**config.mk**
```make
export PLATFORM = sky130hd
export DESIGN_NAME = crank_position_control
export DESIGN_NICKNAME = d
export VERILOG_FILES = /design/src/rtl/crank_position_control_pkg.sv /design/src/rtl/crank_position_control_ckp_edge_detect.sv /design/src/rtl/crank_position_control.sv
export SDC_FILE = /design/constraint.sdc
export NUM_CORES = 1
export LEC_CHECK = 0
export ABC_AREA = 1
export BUFFER_PORTS_ARGS = -buffer_cell sky130_fd_sc_hd__clkbuf_2
export CORE_MARGIN = 10
export CORE_UTILIZATION = 55
export CTS_CLUSTER_DIAMETER = 50
export DETAILED_ROUTE_END_ITERATION = 12
export PLACE_DENSITY_LB_ADDON = 0.15
export SKIP_LAST_GASP = 1
export SLEW_MARGIN = 10
export SYNTH_ARGS = -nofsm -noshare
export SYNTH_HDL_FRONTEND = slang
export SYNTH_HIERARCHICAL = 1
export SYNTH_SLANG_ARGS = --single-unit
```
**constraint.sdc**
```tcl
create_clock -name clk -period 1.66 [get_ports clk]
set_input_delay 0.332 -clock clk [delete_from_list [all_inputs] [get_ports clk]]
set_output_delay 0.332 -clock clk [all_outputs]
set_load 0.01 [all_outputs]
```
**src/rtl/crank_position_control_pkg.sv**
```systemverilog
// crank_position_control_pkg
//   Shared configuration for the crank position tracker.
//   CFG_NUM_TEETH           : default teeth per revolution (even, >= 4)
//   CFG_CYCLE_COUNTER_WIDTH : default width of the tooth-period counter
//   HALF_TEETH              : tooth index of the half-revolution tick
package crank_position_control_pkg;

  localparam int CFG_NUM_TEETH           = 60;
  localparam int CFG_CYCLE_COUNTER_WIDTH = 32;

  // Half-revolution index for an arbitrary tooth count.
  function automatic int half_teeth(input int n);
    return n / 2;
  endfunction

  localparam int HALF_TEETH = half_teeth(CFG_NUM_TEETH);

endpackage

```
**src/rtl/crank_position_control_ckp_edge_detect.sv**
```systemverilog
// ckp_edge_detect
//   Brings the asynchronous CKP level into the clk domain and produces a
//   one-cycle pulse on each rising edge. The edge detector always runs, even
//   while the consuming block is disabled.
//   Optional macro HUST_EFI_CKP_GLITCH_FILTER_EN inserts a stability filter
//   that only follows the input after FILTER_CYCLES consecutive equal samples.
// Ports:
//   clk     in  system clock
//   reset_n in  asynchronous active-low reset
//   ckp     in  raw CKP level, asynchronous to clk
//   tooth   out rising-edge pulse (combinational from registered state)
module ckp_edge_detect #(
  parameter int FILTER_CYCLES = 8
) (
  input  logic clk,
  input  logic reset_n,
  input  logic ckp,
  output logic tooth
);

`ifdef HUST_EFI_CKP_GLITCH_FILTER_EN
  localparam bit FILTER_EN = 1'b1;
`else
  localparam bit FILTER_EN = 1'b0;
`endif

  logic ckp_p0;
  logic ckp_p1;
  logic level;
  logic level_prev;

  // Stage p0/p1: two-flop synchronizer
  always_ff @(posedge clk or negedge reset_n) begin
    if (!reset_n) begin
      ckp_p0 <= 1'b0;
      ckp_p1 <= 1'b0;
    end else begin
      ckp_p0 <= ckp;
      ckp_p1 <= ckp_p0;
    end
  end

  if (FILTER_EN && FILTER_CYCLES >= 1) begin : g_filter
    localparam int FW = $clog2(FILTER_CYCLES + 1);
    logic [FW-1:0] stab_cnt;
    logic          filt;

    // Stage filter: output flips only after FILTER_CYCLES differing samples
    always_ff @(posedge clk or negedge reset_n) begin
      if (!reset_n) begin
        stab_cnt <= '0;
        filt     <= 1'b0;
      end else if (ckp_p1 == filt) begin
        stab_cnt <= '0;
      end else if (stab_cnt == FW'(FILTER_CYCLES - 1)) begin
        stab_cnt <= '0;
        filt     <= ckp_p1;
      end else begin
        stab_cnt <= stab_cnt + 1'b1;
      end
    end

    assign level = filt;
  end else begin : g_nofilter
    assign level = ckp_p1;
  end

  // Stage prev: previous level for edge detection
  always_ff @(posedge clk or negedge reset_n) begin
    if (!reset_n) level_prev <= 1'b0;
    else          level_prev <= level;
  end

  assign tooth = level & ~level_prev;

endmodule

```
**src/rtl/crank_position_control.sv**
```systemverilog
// crank_position_control
//   Tracks crankshaft position from CKP teeth: tooth index modulo NUM_TEETH,
//   tooth period in clk cycles, and strobes for downstream RPM/BTDC math.
//   Optional macro HUST_EFI_CKP_GLITCH_FILTER_EN adds a CKP glitch filter
//   (FILTER_CYCLES long) inside the edge detector.
// Ports:
//   clk                 in  125 MHz system clock
//   reset_n             in  asynchronous active-low reset
//   ckp                 in  raw CKP level (asynchronous)
//   on                  in  enable; 0 clears counters and pulses
//   crank_tick          out pulse when counter becomes NUM_TEETH/2 or 0
//   crank_counter       out current tooth index
//   crank_cycle_counter out period of the last complete tooth (saturating)
//   crank_changed       out pulse on every counter update
//   cal_rpm             out RPM calculation strobe
//   cal_btdc            out BTDC calculation strobe
module crank_position_control
  import crank_position_control_pkg::*;
#(
  parameter int NUM_TEETH           = CFG_NUM_TEETH,
  parameter int CYCLE_COUNTER_WIDTH = CFG_CYCLE_COUNTER_WIDTH,
  parameter int FILTER_CYCLES       = 8
) (
  input  logic                           clk,
  input  logic                           reset_n,
  input  logic                           ckp,
  input  logic                           on,
  output logic                           crank_tick,
  output logic [$clog2(NUM_TEETH)-1:0]   crank_counter,
  output logic [CYCLE_COUNTER_WIDTH-1:0] crank_cycle_counter,
  output logic                           crank_changed,
  output logic                           cal_rpm,
  output logic                           cal_btdc
);

  localparam int CNT_W = $clog2(NUM_TEETH);
  localparam logic [CNT_W-1:0] LAST_TOOTH = CNT_W'(NUM_TEETH - 1);
  localparam logic [CNT_W-1:0] HALF_TOOTH = CNT_W'(half_teeth(NUM_TEETH));

  // Saturating increment: a stalled engine pins the period at all-ones.
  function automatic logic [CYCLE_COUNTER_WIDTH-1:0] sat_inc(
    input logic [CYCLE_COUNTER_WIDTH-1:0] v);
    return (&v) ? v : v + 1'b1;
  endfunction

  logic                           tooth;
  logic [CNT_W-1:0]               cnt_next;
  logic                           tick_next;
  logic [CYCLE_COUNTER_WIDTH-1:0] period_cnt;
  logic                           first;

  ckp_edge_detect #(
    .FILTER_CYCLES (FILTER_CYCLES)
  ) u_edge (
    .clk     (clk),
    .reset_n (reset_n),
    .ckp     (ckp),
    .tooth   (tooth)
  );

  always_comb begin
    cnt_next  = (crank_counter == LAST_TOOTH) ? '0 : crank_counter + 1'b1;
    tick_next = (cnt_next == HALF_TOOTH) || (cnt_next == '0);
  end

  // Stage out: counting, period latch and strobes
  always_ff @(posedge clk or negedge reset_n) begin
    if (!reset_n) begin
      crank_counter       <= '0;
      crank_cycle_counter <= '0;
      period_cnt          <= '0;
      crank_tick          <= 1'b0;
      crank_changed       <= 1'b0;
      cal_rpm             <= 1'b0;
      cal_btdc            <= 1'b0;
      first               <= 1'b1;
    end else if (!on) begin
      crank_counter       <= '0;
      crank_cycle_counter <= '0;
      period_cnt          <= '0;
      crank_tick          <= 1'b0;
      crank_changed       <= 1'b0;
      cal_rpm             <= 1'b0;
      cal_btdc            <= 1'b0;
      first               <= 1'b1;
    end else begin
      crank_tick    <= 1'b0;
      crank_changed <= 1'b0;
      cal_rpm       <= 1'b0;
      cal_btdc      <= 1'b0;
      period_cnt    <= sat_inc(period_cnt);
      if (tooth) begin
        crank_counter <= cnt_next;
        crank_changed <= 1'b1;
        crank_tick    <= tick_next;
        cal_rpm       <= tick_next;
        // The first tooth after enabling has no valid start point to measure.
        if (!first) begin
          crank_cycle_counter <= sat_inc(period_cnt);
          cal_btdc            <= 1'b1;
        end else begin
          first <= 1'b0;
        end
        period_cnt <= '0;
      end
    end
  end

endmodule

```
==> out/metrics.cfg, run 1 <==
[timing]
layout_min_cycle_time_ps = 1660
setup_tns_ps = 0
tightestPinTransition_ps = 415
relSlewSlack_pct = 72.3
hold_violations = 0
fmax_ghz = 0.604
rsz0062_at_grt = true
finalClockSkew_ps = 6.26
setup_viol = 0
final.period_utilization_pct = 99.8
slew_violations = 0

[die]
pin_count = 46
die_y_um = 105
die_w_um = 105
core_area_mm2 = 0.00687
start_util_pct = 57.2
row_count = 30
dieArea_mm2 = 0.0109

[place]
io_buffer_count = 45
hpwl_um = 7480
gp_congestion = 0.961

[worst_setup_path]
cp.required_ps = 1930
r2r_end = period_cnt[16]
worst-setup-path-type = register to register
worstRegToRegCells = 7
crit_start = period_cnt[11]
worst-r2r-setup-slack_ps = 3
endpoint_kind = register
timing.rr.start = period_cnt[11]
crit_fanout = 14
critPathLaunchType = register
arrival_ps = 1930
endpoint = period_cnt[16]

[grt]
grt_pass1_vias = 3485
grt_usage_pct = 19.1
grt_max_degree = 47
antenna_found_initial = 0
grt_pass1_wl_um = 17400
overflow = 0

[clock_network]
cts_root_buf = clkbuf_8
cts_sinks = 77
cts.reportedPaths.clkPinSlew_ps = 80
cts_made_buffers = 9
cts_tree = yes
insertion_delay_ps = 350
cts.htree.levels = 3
cts_buffer_depth = 2

[hold_path]
min_from = ckp
hold_class = input pin to register

[power_and_ir_drop]
max-vdd-ir-drop_mv = 0.513
p_leak_nw = 2.48
power_w = 0.00376
combPwrFrac_pct = 5.2
swShare_pct = 23.1
clockPowerShare_pct = 44.2
p_switching_w = 0.000868
seqPwrFrac_pct = 50.6
powerDensity_mw_per_mm2 = 769
p_int_w = 0.00290

[cells_and_area]
drive_above_1_share_pct = 23.9
syn_to_final_growth_pct = 24.5
final_nets = 597
final_core_util_pct = 71.2
antenna_cells = 0
nFillCells = 552

[synth]
yosys_warnings = 6
syn_nets = 522
synth_cell_types = 32
avgSynthCellArea_um2 = 7.63
ys_seq_area_share_pct = 49.0
syn_area_mm2 = 0.00393
ys_seq_elements = 77
postSynthCellCount = 515

[routing]
dr_total_vias = 3684
detail-route-antenna-nets = 0
first_iter_violations = 184
wl_um = 10600
wire_per_inst_um = 15.3
drc = 0
via_per_inst = 5.33
dr.pass1.iters = 5

[run_status]
outcome = complete, no violations

[run]
drv_cap = 0

cell usage in the layout (no fill, tap or decap), drive strengths merged:
cell and n:
xnor2 6, bufinv 2, nor2 74, o21bai 3, nand4 5, a21oi 24
nand3 38, nand2 211, clkinv 1, a21o 4, nand3b 1, o22ai 4
o21ai 7, clkbuf 57, xor2 8, inv 32, dfrtp 76, nor3 3
ha 3, or2 1, and2 2, buf 31, dfstp 1, dlygate4sd3 1
power groups by stage:
| stage | Combinational (W) | Sequential [W] | Clock, W |
|---|---|---|---|
| finish | 0.000195 | 0.00191 | 0.00166 |
| CTS | 0.000191 | 0.00190 | 0.00167 |
| global route | 0.000218 | 0.00191 | 0.00176 |
| floorplan | 0.0000695 | 0.00194 | 0 |
| global placement | 0.000180 | 0.00194 | 0 |
| detailed placement | 0.000182 | 0.00194 | 0 |
registers in the layout (all words and copies together) (netlist names):
register / count
crank_cycle_counter: 32
period_cnt: 32
crank_counter: 6
cal_btdc: 1
cal_rpm: 1
crank_changed: 1
first: 1
u_edge/ckp_p0: 1
u_edge/ckp_p1: 1
u_edge/level_prev: 1
metal layers:
layer / global-route usage (%) / part of all wire [%]
met3: 4.85 / 7.3
met2: 30.2 / 48
met1: 25.9 / 44
met4: 4.17 / 0.80
met5: 0 / 0
kinds of logic (layout without fill, tap and decap cells):
| group | after synthesis | after routing | synth area share (%) |
|---|---|---|---|
| adder cells (fa/ha/maj) | 3 | 3 | 0.955 |
| buffers and inverters | 45 | 124 | 5.28 |
| XOR/XNOR | 14 | 14 | 3.12 |
| AO/OA/AOI/OAI | 42 | 42 | 6.11 |
| flip-flops | 77 | 77 | 49.0 |
| AND/OR/NAND/NOR | 334 | 335 | 35.5 |
synthesized netlist by cell type:
| cell | n | share of area [%] |
|---|---|---|
| nor2_2 | 3 | 0.48 |
| nand3b_1 | 1 | 0.19 |
| clkbuf_1 | 7 | 0.67 |
| a21o_1 | 4 | 0.76 |
| nor2_8 | 1 | 0.51 |
| o22ai_1 | 4 | 0.64 |
| nor3_1 | 3 | 0.38 |
| and2_1 | 2 | 0.32 |
| xnor2_1 | 6 | 1.3 |
| dfrtp_1 | 76 | 48 |
| nand2_4 | 2 | 0.57 |
| or2_2 | 1 | 0.16 |
| nand2_2 | 3 | 0.48 |
| o21bai_1 | 3 | 0.57 |
| nor2_4 | 2 | 0.57 |
| nor2_1 | 67 | 6.4 |
| nand2_1 | 206 | 20 |
| inv_1 | 29 | 2.8 |
| a21oi_1 | 22 | 2.8 |
| a21oi_2 | 2 | 0.45 |
| xor2_1 | 8 | 1.8 |
| buf_2 | 1 | 0.13 |
| ha_1 | 3 | 0.95 |
| nand3_2 | 1 | 0.25 |
| buf_6 | 4 | 1.1 |
| nand3_1 | 37 | 4.7 |
| clkinv_1 | 1 | 0.095 |
| dfstp_2 | 1 | 0.67 |
| nand4_1 | 5 | 0.80 |
| buf_4 | 2 | 0.38 |
| inv_2 | 1 | 0.095 |
| o21ai_0 | 7 | 0.89 |
per-stage QoR:
stage | hold WS (ps) | setup slack, ps | cells | area [um^2]
final | 89.0 | 3.37 | 691 | 4890
after global routing | 76.3 | -97.4 | 691 | 4890
after CTS | 88.2 | 13.5 | 684 | 4670
after detailed placement | 144 | -25.0 | 665 | 4410
after global placement | 145 | 9.12 | 665 | 4410
after floorplan | 36.4 | 121 | 515 | 3930
repair_timing:
action / in CTS / in global routing
setup buffers: 2 / 5
gates cloned: 0 / 2
setup endpoints to repair: 46 / 61
pin swaps: 1 / 8
resized for setup: 0 / 39
hold endpoints to repair: 36 / 0
hold buffers: 1 / 0
worst min path at each step:
stage,to,slack [ps],cells after the start
5_1_grt,u_edge/ckp_p0,80,1
3_3_place_gp,crank_counter[3],140,1
3_5_place_dp,crank_counter[3],140,1
4_1_cts,u_edge/ckp_p0,90,1
6_report,u_edge/ckp_p0,90,1
2_1_floorplan,cal_btdc,40,0
final cells by class:
cell class                      instances  area, um^2  share of cell area [%]
Tap cell                               96         120                    2.45
Clock inverter                          4        77.6                    1.59
Clock buffer                           12         155                    3.17
Multi-Input combinational cell        394        1950                    39.8
Sequential cell                        77        1930                    39.5
Inverter                               31         116                    2.38
Timing Repair Buffer                   77         546                    11.1
critical path, stage by stage, from the launching register on:
cell and delay (ps):
dfrtp_1 410, nand2_1 140, nor2_2 180, nand2_2 160, nor2_8 220, nand2_8 120, clkbuf_16 190, a21oi_1 150
(Power assumes the default switching activity.)
==> run 2, diff against run 1 <==
- CORE_UTILIZATION: 55 -> 52
- GPL_TIMING_DRIVEN: default -> 0
==> out/metrics.cfg, run 2 (same netlist as run 1, synthesis figures left out) <==
[run_status]
outcome = complete, but fails checks
violations = setup timing

[cells_and_area]
regArea_mm2 = 0.00193
antenna_cells = 0
nFillCells = 639
most-common-layout-cells = nand2_1, dfrtp_1, nor2_1, clkbuf_2, inv_1
multi_input_area_mm2 = 0.00203
final_nets = 598
top_regs = crank_cycle_counter: 32 flops, period_cnt: 32 flops, crank_counter: 6 flops
syn_to_final_growth_pct = 25.6
fin_area_mm2 = 0.00494
final_common_cell = nand2_1
drive_above_1_share_pct = 25.5

[routing]
first_iter_violations = 208
drc = 0
wl_um = 10500
detail-route-antenna-nets = 0
via_per_inst = 5.13
wire_per_inst_um = 15.1
dr.pass1.iters = 4
dr_total_vias = 3564

[place]
io_buffer_count = 45
gp_congestion = 0.925
placed_area_mm2 = 0.00431
dp_slack_ps = -341
hpwl_um = 7700

[clock_network]
cts_sinks = 77
cts_root_buf = clkbuf_8
cts.reportedPaths.clkPinSlew_ps = 80
cts_buffer_depth = 2
insertion_delay_ps = 350
cts.htree.levels = 3
cts_tree = yes
cts_made_buffers = 9

[worst_setup_path]
worst-setup-path-type = register to register
worst-r2r-setup-slack_ps = -60
critPathLaunchType = register
endpoint_kind = register
r2r_end = crank_cycle_counter[28]
crit_fanout = 6
cp.required_ps = 1910
worstRegToRegCells = 11
timing.rr.start = period_cnt[1]
cp_top_family = simple AND/OR/NAND/NOR gates
critPathBufInv = 2
cpMaxStageDelayCell = dfrtp_1
crit_top_cell = nand2_1
arrival_ps = 1970
crit_path_cell_trace = ha_4, inv_4, nor2_4, nand2_4, nor2_8, buf_12, nand3_1, nand2_2, nand2_1, nand2_1, nand2_1
critPathMaxStageDelay_ps = 430

[grt]
grt_use_met1_pct = 24.8
grt_pass1_vias = 3441
grtUsageMet2_pct = 29.0
overflow = 0
antenna_found_initial = 0
grt_pass1_wl_um = 17000
grt_max_degree = 47
grt_util_met3_pct = 4.91
grt-busiest-layer = met2
grt_usage_pct = 18.7

[die]
start_util_pct = 53.9
pin_count = 46
core_area_mm2 = 0.00729
row_count = 31
dieArea_mm2 = 0.0114
die_w_um = 107
die_y_um = 107

[timing]
tightestPinTransition_ps = 588
setup_viol = 8
layout_setup_ws_ps = -59.7
finalClockSkew_ps = 9.35
relSlewSlack_pct = 60.8
layout_min_cycle_time_ps = 1720
hold_violations = 0
slew_violations = 0
rsz0062_at_grt = true
final.period_utilization_pct = 104
fmax_ghz = 0.582

[hold_path]
hold_class = input pin to register
whs_endpoint = u_edge/ckp_p0
holdPathStages = 1
min_from = ckp

[run]
drv_cap = 0

[power_and_ir_drop]
max-vdd-ir-drop_mv = 0.406
powerDensity_mw_per_mm2 = 749
p_leak_nw = 2.52

run 2: changes by cell type in the layout (fill, tap and decap cells not counted), moves of 4 or more:
| cell | previous run | this run |
|---|---|---|
| nand2_2 | 5 | 9 |
| clkbuf_2 | 44 | 49 |
| nor2_4 | 5 | 9 |
| nand2_1 | 204 | 199 |
| buf_4 | 25 | 17 |
| nand3_2 | 3 | 9 |
| nand3_1 | 34 | 27 |
run 2: worst max-delay path by stage:
| stage | start | end | cells past startpoint | slack [ps] |
|---|---|---|---|---|
| floorplan | period_cnt[0] | crank_cycle_counter[10] | 10 | 120 |
| global route | period_cnt[1] | period_cnt[24] | 10 | -120 |
| global placement | reset_n | crank_cycle_counter[27] | 1 | -430 |
| finish | period_cnt[1] | crank_cycle_counter[28] | 11 | -60 |
| CTS | period_cnt[3] | crank_cycle_counter[11] | 8 | -2 |
| detailed placement | period_cnt[0] | crank_cycle_counter[22] | 8 | -340 |
run 2: layer usage:
metal  share of wire, %  vias up
met5                  0        -
met4                2.0        0
met3                5.2       18
met2                 46       84
met1                 47     1683
li1                   -     1779
run 2: where the power goes:
| group | leakage, nW | internal, W | switching (W) |
|---|---|---|---|
| registers | 1.06 | 0.00189 | 0.0000156 |
| logic | 1.34 | 0.0000508 | 0.000132 |
| clock network | 0.116 | 0.000925 | 0.000682 |
| total | 2.52 | 0.00287 | 0.000830 |
run 2: repair_timing:
action | in CTS | in global routing
setup endpoints to repair | 64 | 65
cloned | 0 | 1
buffers inserted | 6 | 11
hold buffers | 1 | 0
pin swaps | 2 | 11
endpoints found under the hold margin | 31 | 0
gates resized for setup | 18 | 46
run 2: area by class of cell:
class,instances,area share (%)
Tap cell,99,2.51
Buffer,14,2.05
Clock inverter,4,1.42
Sequential cell,77,39.1
Clock buffer,12,3.14
Multi-Input combinational cell,394,41.0
Inverter,31,2.43
Timing Repair Buffer,64,8.29
run 2: worst register-to-register path, cell delays in order (launching register included):
cell	delay, ps
dfrtp_1	430
ha_4	200
inv_4	40
nor2_4	110
nand2_4	90
nor2_8	240
buf_12	150
nand3_1	80
nand2_2	100
nand2_1	50
nand2_1	60
nand2_1	50
run 2: stage by stage:
step,util [%],hold slack (ps),setup TNS (ps),power (W),instances
3_5_place_dp,59.1,342,-11700,0.00210,660
2_1_floorplan,-,36.4,0,0.00201,515
5_1_grt,67.7,62.9,-3120,0.00382,695
4_1_cts,63.8,75.4,-1.57,0.00371,683
3_3_place_gp,58.7,333,-42980,0.00209,659
6_report,67.7,84.5,-282,0.00370,695
==> run 3, diff against run 2 <==
- CELL_PAD_IN_SITES_DETAIL_PLACEMENT: default -> 0
- CELL_PAD_IN_SITES_GLOBAL_PLACEMENT: default -> 1
- CORE_UTILIZATION: 52 -> 43
- SYNTH_HIERARCHICAL: 1 -> default
==> out/metrics.cfg, run 3 <==
[routing]
drc = 0
first_iter_violations = 158
dr_total_vias = 3478
wire_per_inst_um = 15.0
via_per_inst = 4.96
wl_um = 10500
detail-route-antenna-nets = 0
dr.pass1.iters = 4

[cells_and_area]
top_regs = crank_cycle_counter: 32 flops, period_cnt: 32 flops, crank_counter: 6 flops
final_common_cell = nand2_1
multi_input_area_mm2 = 0.00186
regArea_mm2 = 0.00193
final_core_util_pct = 53.1
antenna_cells = 0
most-common-layout-cells = nand2_1, dfrtp_1, nor2_1
nFillCells = 906
syn_to_final_growth_pct = 19.1
drive_above_1_share_pct = 19.9
final_nets = 595

[place]
hpwl_um = 7790
gp_congestion = 0.962
io_buffer_count = 45

[timing]
setup_tns_ps = 0
tightestPinTransition_ps = 497
slew_violations = 0
finalClockSkew_ps = 17.2
final.period_utilization_pct = 99.8
relSlewSlack_pct = 66.8
rsz0062_at_grt = true
layout_min_cycle_time_ps = 1660
hold_violations = 0
fmax_ghz = 0.604
setup_viol = 0

[hold_path]
whs_endpoint = u_edge.ckp_p0
hold_class = input pin to register
min_from = ckp
holdPathStages = 1

[synth]
synth_xor_area_share_pct = 3.11
synth.largest_area_cell = dfrtp_1
netlist_top_cells_area = dfrtp_1, nand2_1, nor2_1
synth_edf_count = 0
synth_cell_types = 30
yosys.area_share.adder_pct = 0.951
ys_seq_area_share_pct = 48.9
ys_seq_elements = 77
muxShareOfSynthArea_pct = 0
yosys_warnings = 0
postSynthCellCount = 522
synth_top_family_by_area = simple AND/OR/NAND/NOR gates
yosys.area_share.simple_pct = 34.5
ys_async_sr_fraction_pct = 100
syn_area_mm2 = 0.00395
synth-compound-area-share_pct = 6.53
syn_nets = 529
avgSynthCellArea_um2 = 7.56
synth_top_cell_area_share_pct = 48.2
synth_flop_cell = dfrtp_1
synth_commonest_cells = nand2_1, dfrtp_1, nor2_1, inv_1, nand3_1
yosysMostFrequentCell = nand2_1

[worst_setup_path]
worst-setup-path-type = register to register
worstRegToRegCells = 10
arrival_ps = 1940
r2r_end = crank_cycle_counter[20]
worst-r2r-setup-slack_ps = 4
crit_fanout = 10
cp.required_ps = 1950
critPathLaunchType = register
endpoint_kind = register
timing.rr.start = period_cnt[1]

[die]
start_util_pct = 44.6
dieArea_mm2 = 0.0134
die_y_um = 116
row_count = 34
die_w_um = 116
pin_count = 46
core_area_mm2 = 0.00885

[clock_network]
insertion_delay_ps = 360
cts.htree.levels = 3
cts_tree = yes
cts_sinks = 77
cts_root_buf = clkbuf_8
cts.reportedPaths.clkPinSlew_ps = 90
cts_buffer_depth = 2
cts_made_buffers = 9

[grt]
grtUsageMet2_pct = 25.6
grt_pass1_wl_um = 17500
grt_util_met3_pct = 3.36
grt_usage_pct = 16.6
grt-busiest-layer = met2
grt_pass1_vias = 3436
antenna_found_initial = 0
overflow = 0
grt_use_met1_pct = 22.6
grt_max_degree = 47

[run]
drv_cap = 0

[power_and_ir_drop]
p_leak_nw = 2.44
max-vdd-ir-drop_mv = 0.335
powerDensity_mw_per_mm2 = 713

[run_status]
outcome = complete, no violations

## run 3: cell count changes after synthesis, sizes merged, moves of 3 or more
cell | previous run | this run
a21o | 4 | 1
nor2 | 73 | 67
a21oi | 24 | 27
nor3 | 3 | 0
xor2 | 8 | 5
xnor2 | 6 | 9
nand2 | 211 | 231
nand3 | 38 | 29
inv | 30 | 37
## run 3: per-layer routing
layer	vias to the layer above	share of wire, %
met4	0	1.6
met5	-	0
li1	1766	-
met2	82	46
met3	12	5.8
met1	1618	47
## run 3: worst max-delay path by stage
stage,depth (start not counted),end,from,slack (ps)
3_5_place_dp,10,crank_cycle_counter[20],period_cnt[1],-330
2_1_floorplan,10,crank_cycle_counter[28],period_cnt[0],110
3_3_place_gp,1,crank_cycle_counter[6],reset_n,-490
4_1_cts,10,crank_cycle_counter[11],period_cnt[0],-10
6_report,10,crank_cycle_counter[20],period_cnt[1],4
5_1_grt,9,crank_cycle_counter[20],period_cnt[24],-100
## run 3: final cells by class
cell class,count,area share (%)
clock buffers,12,3.09
repair buffers,55,7.29
plain buffers,15,2.53
clock inverters,4,0.559
multi-input cells,393,39.6
flip-flops and latches,77,41.1
inverters,37,2.95
well taps,108,2.87
## run 3: worst max-delay path: stages (launching register included)
cell and delay (ps):
dfrtp_2 440, ha_4 180, inv_2 50, nor2_4 140, nand2_4 90, nor2_8 210
nand2_8 120, buf_8 170, nand2_1 70, nand2_1 40, nand2_1 70
## run 3: where the power goes
part | leakage [nW] | switching [W] | internal, W
sequential | 1.06 | 0.0000149 | 0.00189
clock | 0.0863 | 0.000708 | 0.000583
combinational | 1.29 | 0.000115 | 0.0000397
total | 2.44 | 0.000838 | 0.00251
## run 3: kinds of logic after synthesis
logic type / after synthesis
AND/OR/NAND/NOR: 335
buffers and inverters: 52
adder cells (fa/ha/maj): 3
flip-flops: 77
AO/OA/AOI/OAI: 41
XOR/XNOR: 14
## run 3: metrics by stage
| step | total power (W) | setup WS, ps | std cells | instance area, um^2 | hold WS (ps) |
|---|---|---|---|---|---|
| final | 0.00335 | 3.52 | 701 | 4700 | 82.3 |
| after global routing | 0.00348 | -100 | 701 | 4700 | 69.4 |
| after CTS | 0.00337 | -13.9 | 697 | 4630 | 78.3 |
| after detailed placement | 0.00209 | -330 | 676 | 4340 | 336 |
| after global placement | 0.00208 | -485 | 675 | 4310 | 332 |
| after floorplan | 0.00200 | 106 | 522 | 3950 | 36.4 |
## run 3: repair_timing
item                       CTS  global route
setup endpoints to repair   65            64
resized for setup           20            18
cloned                       0             1
buffers inserted             4             3
pin swaps                    3             1
hold buffers                 1             0
hold endpoints to repair    31             0
